==> config.mk <==
export PLATFORM = sky130hd
export DESIGN_NAME = mult_div_unit
export DESIGN_NICKNAME = d
export VERILOG_FILES = /design/src/rtl/mult_div_unit.sv
export SDC_FILE = /design/constraint.sdc
export NUM_CORES = 1
export LEC_CHECK = 0
export BUFFER_PORTS_ARGS = -buffer_cell sky130_fd_sc_hd__buf_2
export CAP_MARGIN = 20
export CORE_UTILIZATION = 38
export DETAILED_ROUTE_END_ITERATION = 10
export MAX_ROUTING_LAYER = met4
export SYNTH_ARGS = -nofsm -noshare
export SYNTH_HDL_FRONTEND = slang
export SYNTH_SLANG_ARGS = --single-unit
==> constraint.sdc <==
create_clock -name clk -period 11.31 [get_ports clk]
set_clock_uncertainty 0.05 [all_clocks]
set_input_delay 1.131 -clock clk [delete_from_list [all_inputs] [get_ports clk]]
set_output_delay 1.131 -clock clk [all_outputs]
set_load 0.005 [all_outputs]
==> src/rtl/mult_div_unit.sv <==
// Iterative multiply/divide unit owning the HI/LO registers.
// One product or quotient bit per cycle, then a sign-fix/commit cycle.
module mult_div_unit #(
    parameter int WIDTH = 32
) (
    input  logic             clk,
    input  logic             reset,
    input  logic             start,
    input  logic [1:0]       op,
    input  logic [WIDTH-1:0] rs_data,
    input  logic [WIDTH-1:0] rt_data,
    input  logic             hi_we,
    input  logic             lo_we,
    input  logic [WIDTH-1:0] wdata,
    input  logic             mf_req,
    output logic [WIDTH-1:0] hi,
    output logic [WIDTH-1:0] lo,
    output logic             busy,
    output logic             done,
    output logic             div_by_zero,
    output logic             pause_req
);

    localparam int CW = $clog2(WIDTH);

    typedef enum logic [1:0] {
        S_IDLE,
        S_MUL,
        S_DIV,
        S_FIX
    } state_t;

    state_t               state_q;
    logic [CW-1:0]        cnt_q;
    logic [2*WIDTH-1:0]   acc_q;
    logic [WIDTH-1:0]     a_q;
    logic [WIDTH-1:0]     b_q;
    logic                 is_div_q;
    logic                 sa_q;
    logic                 sb_q;
    logic                 zero_q;
    logic [WIDTH-1:0]     hi_q;
    logic [WIDTH-1:0]     lo_q;
    logic                 done_q;
    logic                 dz_q;

    logic                 sa_d;
    logic                 sb_d;
    logic [WIDTH-1:0]     abs_a;
    logic [WIDTH-1:0]     abs_b;
    logic [WIDTH:0]       mul_sum;
    logic [WIDTH:0]       div_tmp;
    logic [WIDTH:0]       div_diff;
    logic                 div_ge;
    logic [2*WIDTH-1:0]   prod_fix;
    logic [WIDTH-1:0]     quo_fix;
    logic [WIDTH-1:0]     rem_fix;

    // Signed ops work on magnitudes; 0x80000000 maps to itself as unsigned.
    always_comb begin
        sa_d  = ~op[0] & rs_data[WIDTH-1];
        sb_d  = ~op[0] & rt_data[WIDTH-1];
        abs_a = sa_d ? -rs_data : rs_data;
        abs_b = sb_d ? -rt_data : rt_data;
    end

    // Datapath: shift-add for MUL, restoring shift-subtract for DIV.
    always_comb begin
        mul_sum  = {1'b0, acc_q[2*WIDTH-1:WIDTH]}
                 + {1'b0, (acc_q[0] ? a_q : {WIDTH{1'b0}})};
        div_tmp  = acc_q[2*WIDTH-1:WIDTH-1];
        div_diff = div_tmp - {1'b0, b_q};
        div_ge   = ~div_diff[WIDTH];
        prod_fix = (sa_q ^ sb_q) ? -acc_q : acc_q;
        quo_fix  = (sa_q ^ sb_q) ? -acc_q[WIDTH-1:0]
                                 : acc_q[WIDTH-1:0];
        rem_fix  = sa_q ? -acc_q[2*WIDTH-1:WIDTH]
                        : acc_q[2*WIDTH-1:WIDTH];
    end

    always_ff @(posedge clk or posedge reset) begin
        if (reset) begin
            state_q  <= S_IDLE;
            cnt_q    <= '0;
            acc_q    <= '0;
            a_q      <= '0;
            b_q      <= '0;
            is_div_q <= 1'b0;
            sa_q     <= 1'b0;
            sb_q     <= 1'b0;
            zero_q   <= 1'b0;
            hi_q     <= '0;
            lo_q     <= '0;
            done_q   <= 1'b0;
            dz_q     <= 1'b0;
        end else begin
            done_q <= 1'b0;
            dz_q   <= 1'b0;
            unique case (state_q)
                S_IDLE: begin
                    if (start) begin
                        cnt_q    <= '0;
                        a_q      <= abs_a;
                        b_q      <= abs_b;
                        sa_q     <= sa_d;
                        sb_q     <= sb_d;
                        is_div_q <= op[1];
                        zero_q   <= op[1] && (rt_data == '0);
                        if (!op[1]) begin
                            acc_q   <= {{WIDTH{1'b0}}, abs_b};
                            state_q <= S_MUL;
                        end else if (rt_data == '0) begin
                            state_q <= S_FIX;
                        end else begin
                            acc_q   <= {{WIDTH{1'b0}}, abs_a};
                            state_q <= S_DIV;
                        end
                    end else begin
                        if (hi_we) hi_q <= wdata;
                        if (lo_we) lo_q <= wdata;
                    end
                end
                S_MUL: begin
                    acc_q <= {mul_sum, acc_q[WIDTH-1:1]};
                    cnt_q <= cnt_q + 1'b1;
                    if (cnt_q == CW'(WIDTH - 1)) state_q <= S_FIX;
                end
                S_DIV: begin
                    acc_q <= {(div_ge ? div_diff[WIDTH-1:0]
                                      : div_tmp[WIDTH-1:0]),
                              acc_q[WIDTH-2:0], div_ge};
                    cnt_q <= cnt_q + 1'b1;
                    if (cnt_q == CW'(WIDTH - 1)) state_q <= S_FIX;
                end
                S_FIX: begin
                    if (zero_q) begin
                        dz_q <= 1'b1;
                    end else if (is_div_q) begin
                        hi_q <= rem_fix;
                        lo_q <= quo_fix;
                    end else begin
                        hi_q <= prod_fix[2*WIDTH-1:WIDTH];
                        lo_q <= prod_fix[WIDTH-1:0];
                    end
                    done_q  <= 1'b1;
                    zero_q  <= 1'b0;
                    cnt_q   <= '0;
                    state_q <= S_IDLE;
                end
                default: state_q <= S_IDLE;
            endcase
        end
    end

    assign hi          = hi_q;
    assign lo          = lo_q;
    assign busy        = (state_q != S_IDLE);
    assign done        = done_q;
    assign div_by_zero = dz_q;
    assign pause_req   = busy & (mf_req | start | hi_we | lo_we);

endmodule
# After elaboration in Yosys (flattened, before gate mapping)
# Cells that the tools add are included.
[classes]
add_sub_neg = 8
n_eq_ne = 11
n_mux = 33
bitwise_logic = 9
n_reduce_logical = 13
[op_table]
columns = ["operator", "count"]
rows = [
  ["32-bit two-way mux", 14],
  ["64-bit two-way mux", 4],
  ["64-bit one-hot mux with 3 select lines", 1],
  ["32-bit negator", 4],
  ["32-bit one-hot mux with 2 select lines", 2],
  ["64-bit negator", 1],
  ["32-bit by 32-bit adder with 33-bit output", 1],
  ["33-bit by 32-bit subtractor with 33-bit output", 1],
  ["32-bit zero test", 1],
  ["5-bit one-hot mux with 3 select lines", 1],
  ["2-bit != test, second input constant", 5],
  ["4-bit AND reduction", 2],
  ["2-bit two-way mux", 3],
  ["2-bit one-hot mux with 3 select lines", 1],
  ["2-bit AND reduction", 3],
  ["5-bit by 1-bit adder with 5-bit output, second input constant", 1],
  ["5-bit equality test, second input constant", 1],
  ["1-bit two-way mux", 5],
  ["5-bit two-way mux", 1],
  ["2-bit equality test, second input constant", 2],
  ["2-bit nonzero test", 2],
  ["1-bit bitwise AND", 3],
  ["3-bit != test, second input constant", 1],
  ["1-bit OR", 3],
  ["10 further kinds", 11],
]
[word_totals]
regBits = 205
inputBits = 104
out_inout_bits = 68
wordCells = 87

# Logic depth before layout (Yosys ltp)
[depth]
depth_word = 7
ltp_mapped = 15
mapped_depth_nobuf = 14

# Worst setup path after synthesis
# No wires, ideal clock.
[synth_timing]
path_kind = "input to register"
start = "in rs_data[5]"
end = "reg acc_q[29]"
setup_time_ns = 0.137
arrival_time_ns = 3.285
required_ns = 11.123
setup_slack_ns = 7.838
cell_stages = 10
path_buffers = 0
path_cell_list = "or4_1 > nor4b_2 > nand3b_1 > nor2_1 > nand3_1 > o31ai_1 > xor2_1 > nand2_1 > a22oi_1 > a21oi_1"
[synth_via]
elab_chain_cells = 6
[synth_lines]
columns = ["item", "line_no", "rtl"]
rows = [
  ["start: declaration", "10", "input logic [WIDTH-1:0] rs_data,"],
  ["32-bit negator", "63", "abs_a = sa_d ? -rs_data : rs_data;"],
  ["32-bit two-way mux", "63", ""],
  ["64-bit two-way mux", "112", "end else if (rt_data == '0) begin"],
  ["64-bit two-way mux", "109", "if (!op[1]) begin"],
  ["64-bit two-way mux", "101", "if (start) begin"],
  ["64-bit one-hot mux with 3 select lines", "99", "unique case (state_q)"],
  ["end signal: assignment", "110", "acc_q <= {{WIDTH{1'b0}}, abs_b};"],
  ["end signal: assignment", "115", "acc_q <= {{WIDTH{1'b0}}, abs_a};"],
  ["end signal: assignment", "124", "acc_q <= {mul_sum, acc_q[WIDTH-1:1]};"],
  ["end: declaration", "35", "logic [2*WIDTH-1:0] acc_q;"],
]
# No other way between the ends. The select of a mux whose other input is x is not followed.
# A chain may end at the register's enable or synchronous reset.

# Final worst setup path
[layout_timing]
start = "reg acc_q[31]"
end = "reg acc_q[49]"
[layout_via]
elab_chain_cells = 3
[layout_lines]
columns = ["item", "line_no", "rtl"]
rows = [
  ["33-bit by 32-bit subtractor with 33-bit output", "72", "div_diff = div_tmp - {1'b0, b_q};"],
  ["32-bit two-way mux", "129", "acc_q <= {(div_ge ? div_diff[WIDTH-1:0]"],
  ["64-bit one-hot mux with 3 select lines", "99", ""],
]
# No other way between the ends.

==> impl_metrics.json <==
{
  "outcome": "completed",
  "hp-class": "flip-flop to flip-flop",
  "io_buffer_count": 171,
  "ir_worst_vdd_mv": 0.165,
  "power_density_mw_per_mm2": 307,
  "post_cts_buffers": 0,
  "routedWlPerCell_um": 21.6,
  "max_cap_viol_count": 0,
  "clk_latency_ns": 0.55,
  "root_buffer": "clkbuf_16",
  "hold_depth": 2,
  "final_cell_mix": "nand2_1, dfrtp_1, o21ai_0, buf_2, nor2_1",
  "worst_ep_required_time_ns": 11.65,
  "synth_fa_ha_area_share_pct": 6.10,
  "firstDrtPassIters": 6,
  "fill_cells": 4244,
  "syn_avg_cell_area_um2": 7.99,
  "die_area_mm2": 0.0425,
  "setup_viol": 0,
  "drc": 0,
  "r2r_slack_ns": 7.08,
  "dp_hpwl_mm": 44.2,
  "grt_first_pass_wirelength_mm": 85.7,
  "worst_pin_slew_ns": 1.04,
  "critical_path_arrival_ns": 4.58,
  "r2r-end": "acc_q[49]",
  "whs_ns": 0.423,
  "die_h_um": 206,
  "io_pins": 172,
  "initialDrtViolationCount": 1449,
  "holdBufCountCts": 0,
  "synth_compound_area_share_pct": 25.6,
  "nNetsFinal": 2244,
  "slowest_delay_ns": 0.55,
  "yosys.area_share.simple_pct": 19.0,
  "slew_headroom_pct": 31.0,
  "ys_seq_area_share_pct": 32.4,
  "grt_max_degree": 130,
  "finalMaxSlewViolations": 0,
  "grtUsageTotal_pct": 27.2,
  "rows": 74,
  "rsz0062_at_grt": "no",
  "area_delta_synth_final_pct": 13.2,
  "rr_startpoint": "acc_q[31]",
  "reg2regPathDepth": 14,
  "netlist_instances": 1982,
  "synthMuxAreaShare_pct": 2.16,
  "place_congestion": 0.928,
  "detailedPlace.worstSlack_ns": 6.80,
  "worstSetupStartpointType": "flip-flop",
  "htree_levels": 1,
  "start_util_pct": 38.7,
  "clkSinkCount": 205,
  "ys.flop_type": "dfrtp_1",
  "crit_fanout": 39,
  "worstPathCellList": "inv_1, ha_1, fa_1, nand2b_1, a21oi_1, o221ai_1, o22ai_1, a21o_1, a41oi_1, xor2_4, buf_4, nor2_1, a21oi_1, o221ai_1",
  "layout_commonest_cell": "nand2_1",
  "fmax_mhz": 236,
  "diodes": 0,
  "hold_violations": 0,
  "synth-edff-count": 0,
  "totalWireLength_mm": 56.5,
  "ctsLongestPathBuffers": 3,
  "ant_nets": 0,
  "min_to": "hi[23]",
  "critPathLaunch": "acc_q[31]",
  "synth_warnings": 0,
  "synth_nets": 2162,
  "worst_setup_path_end_kind": "flip-flop",
  "p_leak_nw": 7.96,
  "layout-drive-gt1-share_pct": 13.0,
  "crit_type": "flip-flop to flip-flop",
  "fin_crit_sh_pct": 37.4,
  "setup_tns_ns": 0,
  "synth_top_family_by_area": "compound AO/OA/AOI/OAI gates",
  "holdCritStartpoint": "hi[23]",
  "path_clk_slew_ns": 0.06,
  "synth.distinct_cells": 76,
  "ys_seq_elements": 205,
  "post_cts_resized": 0,
  "fp.coreArea_mm2": 0.0409,
  "grt_pass1_vias": 14200,
  "ff_latch_area_mm2": 0.00513,
  "multi_input_area_mm2": 0.00992,
  "antenna_found_initial": 0,
  "async_flop_share_pct": 100,
  "die_width_um": 206,
  "netlist_area_mm2": 0.0158,
  "cts_buffers": 25,
  "layout_setup_ws_ns": 7.08,
  "cpMaxStageDelayCell": "dfrtp_1",
  "cts_tree": "yes",
  "drt-vias-per-instance": 5.76,
  "dr_total_vias": 15100,
  "min_period_ns": 4.24,
  "grt-ovfl-total": 0,
  "synth-xor-area-share_pct": 9.40
}
-- through the flow --
| step | area (µm²) | utilization, % | power, mW | std cells |
|---|---|---|---|---|
| after global routing | 17900 | 43.8 | 5.92 | 2614 |
| after global placement | 17000 | 41.5 | 4.55 | 2565 |
| after detailed placement | 17000 | 41.5 | 4.60 | 2565 |
| after CTS | 17800 | 43.6 | 5.44 | 2610 |
| after floorplan | 15800 | - | 3.63 | 1982 |
| final | 17900 | 43.8 | 5.50 | 2614 |
-- where the power goes --
part | internal (mW) | total [mW] | switching [mW]
combinational | 1.21 | 3.23 | 2.02
sequential | 1.06 | 1.43 | 0.370
clock | 0.483 | 0.830 | 0.347
total | 2.76 | 5.50 | 2.74
-- cells by family after synthesis --
group	after synthesis
fa+ha+maj	76
xor+xnor	170
flops	205
compound gates	652
buf+inv	214
mux	34
simple gates	631
-- critical path, delay by kind of cell, from the launching register on --
kind / cells / cell delay (ns)
flip-flops: 1 / 0.55
AO/OA/AOI/OAI: 7 / 1.68
XOR/XNOR: 1 / 0.32
buffers and inverters: 2 / 0.55
AND/OR/NAND/NOR: 2 / 0.29
adder cells (fa/ha/maj): 2 / 0.65
-- Yosys cell counts, drive strengths merged, types with 22 or more instances --
cell type	n	area, µm²
mux2i	32	320
nor2b	22	138
a22oi	32	240
a31oi	31	194
o21ai	230	1150
o31ai	24	180
nand2	252	948
xor2	74	648
a21oi	148	744
buf	24	128
clkbuf	114	428
xnor2	96	841
a21o	42	315
inv	75	282
nor2	155	582
ha	74	926
nor3	49	265
dfrtp	205	5130
and2	36	225
-- worst max path at each step --
stage           endpoint  slack (ns)  cells after the start
3_3_place_gp   acc_q[63]        6.89                     11
3_5_place_dp   acc_q[50]        6.80                      9
6_report       acc_q[49]        7.08                     14
4_1_cts        acc_q[57]        7.01                     11
2_1_floorplan     a_q[0]        4.53                      1
5_1_grt        acc_q[49]        6.76                     14
-- area by class of cell --
cell class	count	area share (%)
Tap cell	532	3.71
Timing Repair Buffer	193	6.06
Multi-Input combinational cell	1563	55.3
Clock inverter	14	0.754
Clock buffer	31	3.89
Inverter	76	1.63
Sequential cell	205	28.6
-- flip-flops by register name, indices dropped and copies added, names as in the netlist --
name / cells
div_by_zero: 1
b_q: 32
zero_q: 1
sa_q: 1
cnt_q: 5
a_q: 32
done: 1
acc_q: 64
state_q: 2
sb_q: 1
hi: 32
lo: 32
is_div_q: 1
-- layer usage --
metal	routed length, µm	vias up	track usage [%]
met2	26200	512	42.4
met4	2030	0	9.66
met3	2770	86	2.44
li1	-	7220	-
met1	25500	7233	36.9
met5	0	-	-
No activity file was read; power rests on OpenSTA's default activity.
